===== config.mk =====
export PLATFORM = sky130hd
export DESIGN_NAME = ps2_host_ctrl
export DESIGN_NICKNAME = d
export VERILOG_FILES = /design/src/rtl/ps2_host_ctrl.sv
export SDC_FILE = /design/constraint.sdc
export NUM_CORES = 1
export LEC_CHECK = 0
export CAP_MARGIN = 20
export CELL_PAD_IN_SITES_DETAIL_PLACEMENT = 1
export CELL_PAD_IN_SITES_GLOBAL_PLACEMENT = 1
export CORE_ASPECT_RATIO = 0.9
export CORE_MARGIN = 3
export CORE_UTILIZATION = 26
export CTS_CLUSTER_SIZE = 25
export DETAILED_ROUTE_END_ITERATION = 6
export GPL_TIMING_DRIVEN = 0
export PLACE_DENSITY = 0.62
export SYNTH_ARGS = -nofsm -noshare
export SYNTH_HDL_FRONTEND = slang
export SYNTH_SLANG_ARGS = --single-unit

===== constraint.sdc =====
create_clock -name clk -period 2.4 [get_ports clk]
set_input_delay 0.36 -clock clk [delete_from_list [all_inputs] [get_ports clk]]
set_output_delay 0.36 -clock clk [all_outputs]
set_load 0.05 [all_outputs]

===== src/rtl/ps2_host_ctrl.sv =====
// PS/2 host sequencer: parity-checked receive FIFO plus host-to-device
// command transmit arbitrated on the shared open-drain clock/data lines.
module ps2_host_ctrl #(
  parameter int FREQ       = 25000,
  parameter int INHIBIT_US = 100,
  parameter int TIMEOUT_US = 15000,
  parameter int FIFO_DEPTH = 4
) (
  input  logic       clk,
  input  logic       reset,
  input  logic       ps2_clk_in,
  input  logic       ps2_data_in,
  output logic       ps2_clk_oe,
  output logic       ps2_data_oe,
  input  logic [7:0] rx_code,
  input  logic       rx_parity,
  input  logic       rx_busy,
  input  logic       rx_rdy,
  input  logic       rx_error,
  input  logic [7:0] cmd_data,
  input  logic       cmd_valid,
  output logic       cmd_ready,
  output logic       tx_done,
  output logic       tx_err,
  output logic [7:0] key_code,
  output logic       key_valid,
  input  logic       key_pop,
  output logic       rx_perr,
  output logic       rx_ovf
);
  localparam int INHIBIT_CYC = FREQ * INHIBIT_US / 1000;
  localparam int TIMEOUT_CYC = FREQ * TIMEOUT_US / 1000;
  localparam int INH_W       = $clog2(INHIBIT_CYC + 1);
  localparam int TO_W        = $clog2(TIMEOUT_CYC + 1);
  localparam int PTR_W       = $clog2(FIFO_DEPTH);
  localparam int CNT_W       = PTR_W + 1;

  // state     | meaning
  // IDLE      | lines released, command and receive bytes accepted
  // WAIT_RX   | command latched, letting an in-flight receive frame finish
  // INHIBIT   | host holds clock low
  // REQ       | start bit on data, clock released, awaiting device clock
  // SHIFT     | data bits then parity, one per device falling edge
  // STOP      | data released for the stop bit
  // ACK       | sample device acknowledge on next falling edge
  // WAIT_IDLE | wait for both lines high before reporting success
  typedef enum logic [2:0] {
    IDLE, WAIT_RX, INHIBIT, REQ, SHIFT, STOP, ACK, WAIT_IDLE
  } state_t;

  state_t             state, state_n;
  logic               clk_s1, clk_s2, data_s1, data_s2;
  logic [3:0]         clk_hist;
  logic               fall;
  logic [7:0]         tx_byte, tx_byte_n;
  logic [3:0]         bit_idx, bit_idx_n;
  logic [INH_W-1:0]   inh_cnt, inh_cnt_n;
  logic [TO_W-1:0]    to_cnt, to_cnt_n;
  logic [1:0]         end_hist;
  logic               timed, tx_bit;

  logic [7:0]         mem [FIFO_DEPTH];
  logic [PTR_W-1:0]   wr_ptr, rd_ptr;
  logic [CNT_W-1:0]   count;
  logic               rx_take, par_ok, push, pop, full, wr_en;

  // Framing errors never raise rx_rdy, so the error flag carries no state here.
  logic               rx_error_unused;
  assign rx_error_unused = rx_error;

  always_ff @(posedge clk or negedge reset) begin
    if (!reset) begin
      clk_s1   <= 1'b1;
      clk_s2   <= 1'b1;
      data_s1  <= 1'b1;
      data_s2  <= 1'b1;
      clk_hist <= 4'hF;
    end else begin
      clk_s1   <= ps2_clk_in;
      clk_s2   <= clk_s1;
      data_s1  <= ps2_data_in;
      data_s2  <= data_s1;
      clk_hist <= {clk_hist[2:0], clk_s2};
    end
  end

  assign fall   = (clk_hist == 4'b1100);
  assign timed  = (state == REQ) || (state == SHIFT) || (state == STOP) ||
                  (state == ACK) || (state == WAIT_IDLE);
  assign tx_bit = bit_idx[3] ? ~^tx_byte : tx_byte[bit_idx[2:0]];

  always_comb begin
    state_n     = state;
    tx_byte_n   = tx_byte;
    bit_idx_n   = bit_idx;
    inh_cnt_n   = inh_cnt;
    to_cnt_n    = timed ? to_cnt - TO_W'(1) : to_cnt;
    cmd_ready   = 1'b0;
    tx_done     = 1'b0;
    tx_err      = 1'b0;
    ps2_clk_oe  = 1'b0;
    ps2_data_oe = 1'b0;
    case (state)
      IDLE: if (cmd_valid) begin
        cmd_ready = 1'b1;
        tx_byte_n = cmd_data;
        state_n   = WAIT_RX;
      end
      WAIT_RX: if (!rx_busy) begin
        inh_cnt_n = INH_W'(INHIBIT_CYC - 1);
        state_n   = INHIBIT;
      end
      INHIBIT: begin
        ps2_clk_oe = 1'b1;
        if (inh_cnt == '0) begin
          to_cnt_n  = TO_W'(TIMEOUT_CYC - 1);
          bit_idx_n = 4'd0;
          state_n   = REQ;
        end else begin
          inh_cnt_n = inh_cnt - INH_W'(1);
        end
      end
      REQ: begin
        ps2_data_oe = 1'b1;
        if (fall) state_n = SHIFT;
      end
      SHIFT: begin
        ps2_data_oe = ~tx_bit;
        if (fall) begin
          if (bit_idx == 4'd8) state_n = STOP;
          else bit_idx_n = bit_idx + 4'd1;
        end
      end
      STOP: if (fall) state_n = ACK;
      ACK: if (fall) begin
        if (data_s2) begin
          tx_err  = 1'b1;
          state_n = IDLE;
        end else begin
          state_n = WAIT_IDLE;
        end
      end
      WAIT_IDLE: if (clk_s2 && data_s2) begin
        tx_done = 1'b1;
        state_n = IDLE;
      end
      default: state_n = IDLE;
    endcase
    // Timeout overrides whatever the frame was doing this cycle.
    if (timed && to_cnt == '0) begin
      tx_done     = 1'b0;
      tx_err      = 1'b1;
      ps2_clk_oe  = 1'b0;
      ps2_data_oe = 1'b0;
      state_n     = IDLE;
    end
  end

  always_ff @(posedge clk or negedge reset) begin
    if (!reset) begin
      state    <= IDLE;
      tx_byte  <= 8'h00;
      bit_idx  <= 4'd0;
      inh_cnt  <= '0;
      to_cnt   <= '0;
      end_hist <= 2'b00;
    end else begin
      state    <= state_n;
      tx_byte  <= tx_byte_n;
      bit_idx  <= bit_idx_n;
      inh_cnt  <= inh_cnt_n;
      to_cnt   <= to_cnt_n;
      end_hist <= {end_hist[0], tx_done | tx_err};
    end
  end

  // Bytes seen just after a transmit are echoes of our own traffic.
  assign rx_take   = rx_rdy && (state == IDLE || state == WAIT_RX) && (end_hist == 2'b00);
  assign par_ok    = ^{rx_code, rx_parity};
  assign push      = rx_take && par_ok;
  assign full      = (count == CNT_W'(FIFO_DEPTH));
  assign key_valid = (count != '0);
  assign pop       = key_pop && key_valid;
  assign wr_en     = push && (!full || pop);
  assign rx_perr   = rx_take && !par_ok;
  assign rx_ovf    = push && full && !pop;
  assign key_code  = key_valid ? mem[rd_ptr] : 8'h00;

  always_ff @(posedge clk) begin
    if (wr_en) mem[wr_ptr] <= rx_code;
  end

  always_ff @(posedge clk or negedge reset) begin
    if (!reset) begin
      wr_ptr <= '0;
      rd_ptr <= '0;
      count  <= '0;
    end else begin
      if (wr_en) wr_ptr <= wr_ptr + PTR_W'(1);
      if (pop)   rd_ptr <= rd_ptr + PTR_W'(1);
      case ({wr_en, pop})
        2'b10:   count <= count + CNT_W'(1);
        2'b01:   count <= count - CNT_W'(1);
        default: count <= count;
      endcase
    end
  end

endmodule


==> run_results.csv, run 1 <==
group,metric,value,unit
outcome,outcome,"finished, violations left",
outcome,violations,"negative setup slack",
power_and_ir_drop,p_per_area,1190,mW/mm^2
clock_tree,postCtsHoldBufs,0,
detailed_routing,viasPerCell,4.68,
floorplanning,fp.dieW,146,um
floorplanning,die_area,0.0192,sq mm
clock_tree,cts_sinks,95,
min_path,hp-class,"in2async",
detailed_routing,routedWlPerCell,15.4,um
final_layout,stdcell_count,685,
yosys,yosysWarnings,0,
floorplanning,start_util,0.269,
grt,groute.usage.overall,0.115,
final_layout,nNetsFinal,481,
timing,max_freq,364,MHz
clock_tree,insertion_delay,360,ps
yosys,synth_seq_cells,95,
grt,overflow,0,
yosys,synth_seq_area_share,0.556,
worst_setup_path,cp.required,2040,ps
worst_setup_path,crit_arrival,2390,ps
detailed_routing,wirelength,10600,um
power_and_ir_drop,total_power,6.90,mW
yosys,yosys_most_used_dff,"dfrtp_1",
grt,grt_pass1_wl,17800,um
final_layout,area_growth,26.3,%
worst_setup_path,critPathKind,"reg2out",
detailed_routing,drc,0,
clock_tree,clockRootBuffer,"clkbuf_16",
place,hpwl,7340,um
detailed_routing,dr.pass1.iters,4,
final_layout,fin_area,0.00579,sq mm
clock_tree,cts_tree,"yes",
yosys,syn-mean-instance-area,11.9,sq um
floorplanning,ios,42,
timing,fin_crit,2750,ps
worst_setup_path,cp-start-kind,"register",
final_layout,num_antenna_cells,0,
grt,grt_max_degree,64,
place,gp_congestion,0.765,
timing,fin_crit_sh,1.14,
yosys,synth_area_leaders,"dfrtp_1 (30%), edfxtp_1 (21%), mux4_2 (4.9%), dfstp_2 (4.6%), xnor2_1 (4.2%)",
final_layout,final_common_cell,"dfrtp_1",
grt,grt_pass1_vias,3459,
timing,slew_headroom,0.449,
timing,worstMarginPinSlew,827,ps
yosys,synth.net_count,422,
final_layout,multi_input_area,0.00209,sq mm
timing,final.setup_skew,6.88,ps
clock_tree,cts-htree-levels,3,
final_layout,drive_above_1_share,0.242,
yosys,synth-edff-count,32,
floorplanning,dieHeight,132,um
detailed_routing,first_iter_violations,112,
worst_setup_path,cp-end-kind,"primary output",
detailed_routing,antenna_left,0,
power_and_ir_drop,ir_worst_vdd,0.464,mV
final_layout,final_cell_mix,"dfrtp_1 (50), nand2_1 (32), edfxtp_1 (32)",
grt,antenna_found_initial,0,
detailed_routing,vias,3209,
timing,setup_viol,4,
yosys,async_flop_share,0.663,
worst_setup_path,critPathMaxFanout,4,
yosys,yosysUniqueCellTypes,54,
clock_tree,cts_buffers,9,
clock_tree,clockBufferDepth,2,
clock_tree,path_clk_slew,70,ps
place,io_buffers,40,
power_and_ir_drop,power_leakage,2.27,nW
yosys,synth_top_area_cell,"dfrtp_1",
timing,layout_setup_ws,-346,ps
timing,drv_slew,0,
floorplanning,core-area,0.0171,sq mm
place,place_inst,662,
run,drv_cap,0,
yosys,netlist.area_leader.share,0.300,
floorplanning,std_cell_rows,45,
yosys,syn_inst,386,
place,dpl_cell_area,0.00532,sq mm
timing,rsz0062_at_grt,"yes",
yosys,synth_area,0.00458,sq mm
timing,hold_viol_final,0,
final_layout,fillerInstances,1862,
final_layout,ff_latch_area,0.00256,sq mm
## Yosys cell counts (2+ instances only)
cell type	instances
buf_2	2
a2bb2oi_1	2
clkbuf_1	9
nor4bb_1	2
nor2_1	32
dfrtp_1	55
a21oi_1	15
nor3_1	7
or3_1	6
o31ai_1	3
nand2_1	32
mux2i_1	3
xnor2_1	22
xor2_1	8
ha_1	9
mux2_2	8
o21ai_0	15
nor4b_1	4
dfstp_2	8
or2_2	2
edfxtp_1	32
nand4_1	3
a22o_1	4
nand2b_1	4
nand3_1	8
a31oi_1	4
nor4_1	8
and3_1	11
mux4_2	10
a21o_1	2
nor2b_1	12
inv_1	17
or4_1	6
## where the power goes
| group | total [mW] | switching, mW | internal (mW) |
|---|---|---|---|
| logic | 2.97 | 1.67 | 1.30 |
| clock network | 1.40 | 0.671 | 0.726 |
| registers | 2.54 | 0.446 | 2.09 |
| total | 6.90 | 2.79 | 4.12 |
## cells by family (layout without fill, tap and decap cells)
logic type / after synthesis / in the layout / share of synthesized area
fa+ha+maj: 10 / 10 / 0.0290
mux: 23 / 23 / 0.0833
buf+inv: 28 / 92 / 0.0235
compound gates: 53 / 53 / 0.0716
flops: 95 / 95 / 0.556
simple gates: 145 / 145 / 0.169
xor+xnor: 32 / 32 / 0.0675
## critical path: stages (launching register included)
cell,delay (ps)
dfrtp_1,380
or4_4,560
nor3_4,190
nand3_4,130
or4_4,480
o21ai_4,100
buf_6,180
## registers in the layout, indices dropped and copies added, names as in the netlist
| name | count |
|---|---|
| wr_ptr | 2 |
| clk_hist | 4 |
| end_hist | 2 |
| count | 3 |
| bit_idx | 4 |
| mem | 32 |
| data_s2 | 1 |
| tx_byte | 8 |
| state | 3 |
| clk_s1 | 1 |
| clk_s2 | 1 |
| inh_cnt | 12 |
| data_s1 | 1 |
| to_cnt | 19 |
| rd_ptr | 2 |
## through the flow
step	utilization	worst slack [ps]	hold slack, ps	setup TNS, ps
global placement	0.311	-1270	348	-99320
CTS	0.335	-436	142	-947
finish	0.339	-346	110	-750
global route	0.339	-446	162	-2430
detailed placement	0.312	-1070	354	-27330
floorplan	-	-71.5	64.4	-104
## layout make-up
| type | instances | share of cell area |
|---|---|---|
| flip-flops and latches | 95 | 0.442 |
| multi-input cells | 263 | 0.360 |
| repair buffers | 51 | 0.0796 |
| well taps | 235 | 0.0508 |
| clock buffers | 9 | 0.0389 |
| inverters | 17 | 0.0110 |
| clock inverters | 7 | 0.0108 |
| plain buffers | 8 | 0.00670 |
## final timing paths
kind,start,end,slack [ps],cells past startpoint
max,to_cnt[7],tx_err,-350,6
min,reset,to_cnt[16],110,1
max reg2reg,state[2],mem[0][4],60,4
min reg2reg,clk_s1,clk_s2,360,0
max in group asynchronous,reset,rd_ptr[0],1670,1
min in group clk,rx_code[6],mem[1][6],260,1
## repair_timing
| item | 4_1_cts | 5_1_grt |
|---|---|---|
| pin swaps | 9 | 11 |
| endpoints found under the hold margin | 0 | 0 |
| setup buffers | 6 | 4 |
| resized for setup | 84 | 29 |
| endpoints found under the setup margin | 60 | 54 |
## layer usage
layer / GRT usage / wire length [um] / up-vias
met2: 0.193 / 5320 / 44
met4: 0.0338 / 121 / 0
li1: - / - / 1520
met3: 0.0395 / 379 / 12
met1: 0.140 / 4750 / 1633
met5: 0 / 0 / -
Note: power is estimated with default switching activity, not from simulation.
==> run 2, diff against run 1 <==
- RECOVER_POWER: default -> 25
- clock period: 2.4 -> 2.77 ns (I/O delays scaled with it)
==> run 2 against run 1 <==
  * The flow finishes with violations (max-capacitance violations, max-slew violations, negative setup slack)
  * Register-to-register slack better by 150 ps
  * Sequential cell count did not move
  * Non-clock buffer count shrank 1
  * Utilization decreased by 0.49 points
  * Count of clock-buffer cells in the layout is 1 higher
  * Critical path type unchanged
  * Critical endpoint unchanged
  * Largest cell class unchanged
==> run_results.csv, run 2 (synthesis results as in run 1) <==
group,metric,value,unit
clock_tree,insertion_delay,340,ps
floorplanning,std_cell_rows,45,
place,place_inst,662,
grt,groute.usage.overall,0.116,
floorplanning,die_area,0.0192,sq mm
timing,rsz0062_at_grt,"yes",
detailed_routing,first_iter_violations,159,
outcome,outcome,"finished, violations left",
floorplanning,core-area,0.0171,sq mm
detailed_routing,vias,3213,
detailed_routing,dr.pass1.iters,4,
clock_tree,clockRootBuffer,"clkbuf_16",
place,io_buffers,40,
power_and_ir_drop,ir_worst_vdd,0.430,mV
timing,setup_viol,1,
place,gp_congestion,0.750,
timing,worstMarginPinSlew,1620,ps
floorplanning,fp.dieW,146,um
final_layout,stdcell_count,684,
clock_tree,clockBufferDepth,2,
final_layout,multi_input_area,0.00203,sq mm
final_layout,top_register,"mem",
final_layout,reg_top3,"mem x32, to_cnt x19, inh_cnt x12",
final_layout,num_antenna_cells,0,
timing,final.setup_skew,9.01,ps
clock_tree,cts_sinks,95,
detailed_routing,drc,0,
final_layout,final_common_cell,"dfrtp_1",
detailed_routing,viasPerCell,4.70,
grt,grt_pass1_wl,18200,um
final_layout,nNetsFinal,480,
timing,fin_crit_sh,1.02,
clock_tree,cts-htree-levels,3,
run,drv_cap,1,
final_layout,ff_latch_area,0.00255,sq mm
floorplanning,start_util,0.269,
detailed_routing,routedWlPerCell,15.9,um
final_layout,fin_area,0.00570,sq mm
worst_setup_path,crit_arrival,2400,ps
timing,setup_tns,-45.1,ps
final_layout,fillerInstances,1872,
floorplanning,dieHeight,132,um
power_and_ir_drop,power_leakage,2.24,nW
place,dpl_cell_area,0.00529,sq mm
worst_setup_path,cp-end-kind,"primary output",
final_layout,drive_above_1_share,0.185,
clock_tree,cts_buffers,9,
timing,fin_crit,2820,ps
clock_tree,cts_tree,"yes",
power_and_ir_drop,p_per_area,1030,mW/mm^2
detailed_routing,antenna_left,0,
grt,overflow,0,
final_layout,area_growth,24.5,%
final_layout,final_cell_mix,"dfrtp_1 (52), nand2_1 (32), edfxtp_1 (32)",
clock_tree,postCtsHoldBufs,0,
worst_setup_path,critPathKind,"reg2out",
timing,hold_viol_final,0,
final_layout,fin_util,0.334,
grt,grt_max_degree,64,
min_path,hp-class,"reg2reg",
worst_setup_path,cp-start-kind,"register",
floorplanning,ios,42,
outcome,violations,"max-capacitance violations, max-slew violations, negative setup slack",
detailed_routing,wirelength,10900,um
timing,max_freq,355,MHz
grt,grt_pass1_vias,3506,
timing,layout_setup_ws,-45.1,ps
worst_setup_path,cp.required,2350,ps
timing,slew_headroom,-0.0826,
power_and_ir_drop,total_power,5.90,mW
timing,drv_slew,64,
final_layout,largest_reg_flops,32,
clock_tree,path_clk_slew,70,ps
worst_setup_path,critPathMaxFanout,5,
grt,antenna_found_initial,0,
place,hpwl,7660,um
## run 2: cell types whose count changed in the layout (fill, tap and decap cells not counted), moves of 3 or more
cell / before / now
and3_1: 6 / 11
clkbuf_2: 6 / 2
clkbuf_1: 3 / 9
dlygate4sd3_1: 0 / 3
clkdlybuf4s15_2: 4 / 1
and3_4: 4 / 0
## run 2: cell type report
type / count / share of cell area
plain buffers: 9 / 0.00636
clock buffers: 10 / 0.0419
clock inverters: 6 / 0.00943
inverters: 17 / 0.0112
multi-input cells: 263 / 0.357
flip-flops and latches: 95 / 0.448
well taps: 235 / 0.0516
repair buffers: 49 / 0.0750
## run 2: worst max-delay path: stages, from the launching register on
cell	delay (ps)
dfrtp_2	420
or4_4	560
nor3_4	190
nand3_4	130
or4_4	480
o21ai_4	100
buf_6	180
## run 2: timing repair
action                                  4_1_cts  5_1_grt
gates resized for setup                      58       18
endpoints found under the setup margin       15        9
pin swaps                                     5        4
buffers inserted                              3        5
hold endpoints to repair                      0        0
## run 2: worst paths after layout
check,startpoint,to,slack [ps],cells after the start
max,to_cnt[7],tx_err,-50,6
min,clk_hist[2],clk_hist[3],360,0
max reg2reg,state[1],mem[2][6],210,4
min reg2reg,clk_hist[2],clk_hist[3],360,0
max in group asynchronous,reset,rd_ptr[0],1100,1
min in group asynchronous,reset,to_cnt[18],500,1
## run 2: where the power goes
part | switching (mW) | leakage [nW] | internal, mW
logic | 1.38 | 1.06 | 1.06
clock network | 0.561 | 0.141 | 0.648
registers | 0.437 | 1.04 | 1.81
total | 2.38 | 2.24 | 3.52
## run 2: per-layer routing
layer,vias to the layer above,track usage,wire (um)
met5,-,0,0
met4,0,0.0237,88
met3,8,0.0268,345
met2,50,0.201,5490
met1,1640,0.150,4960
li1,1515,-,-
## run 2: through the flow
stage	worst slack (ps)	hold slack, ps
2_1_floorplan	0.755	120
3_3_place_gp	-929	348
5_1_grt	-128	369
6_report	-45.1	358
4_1_cts	-214	214
3_5_place_dp	-825	353
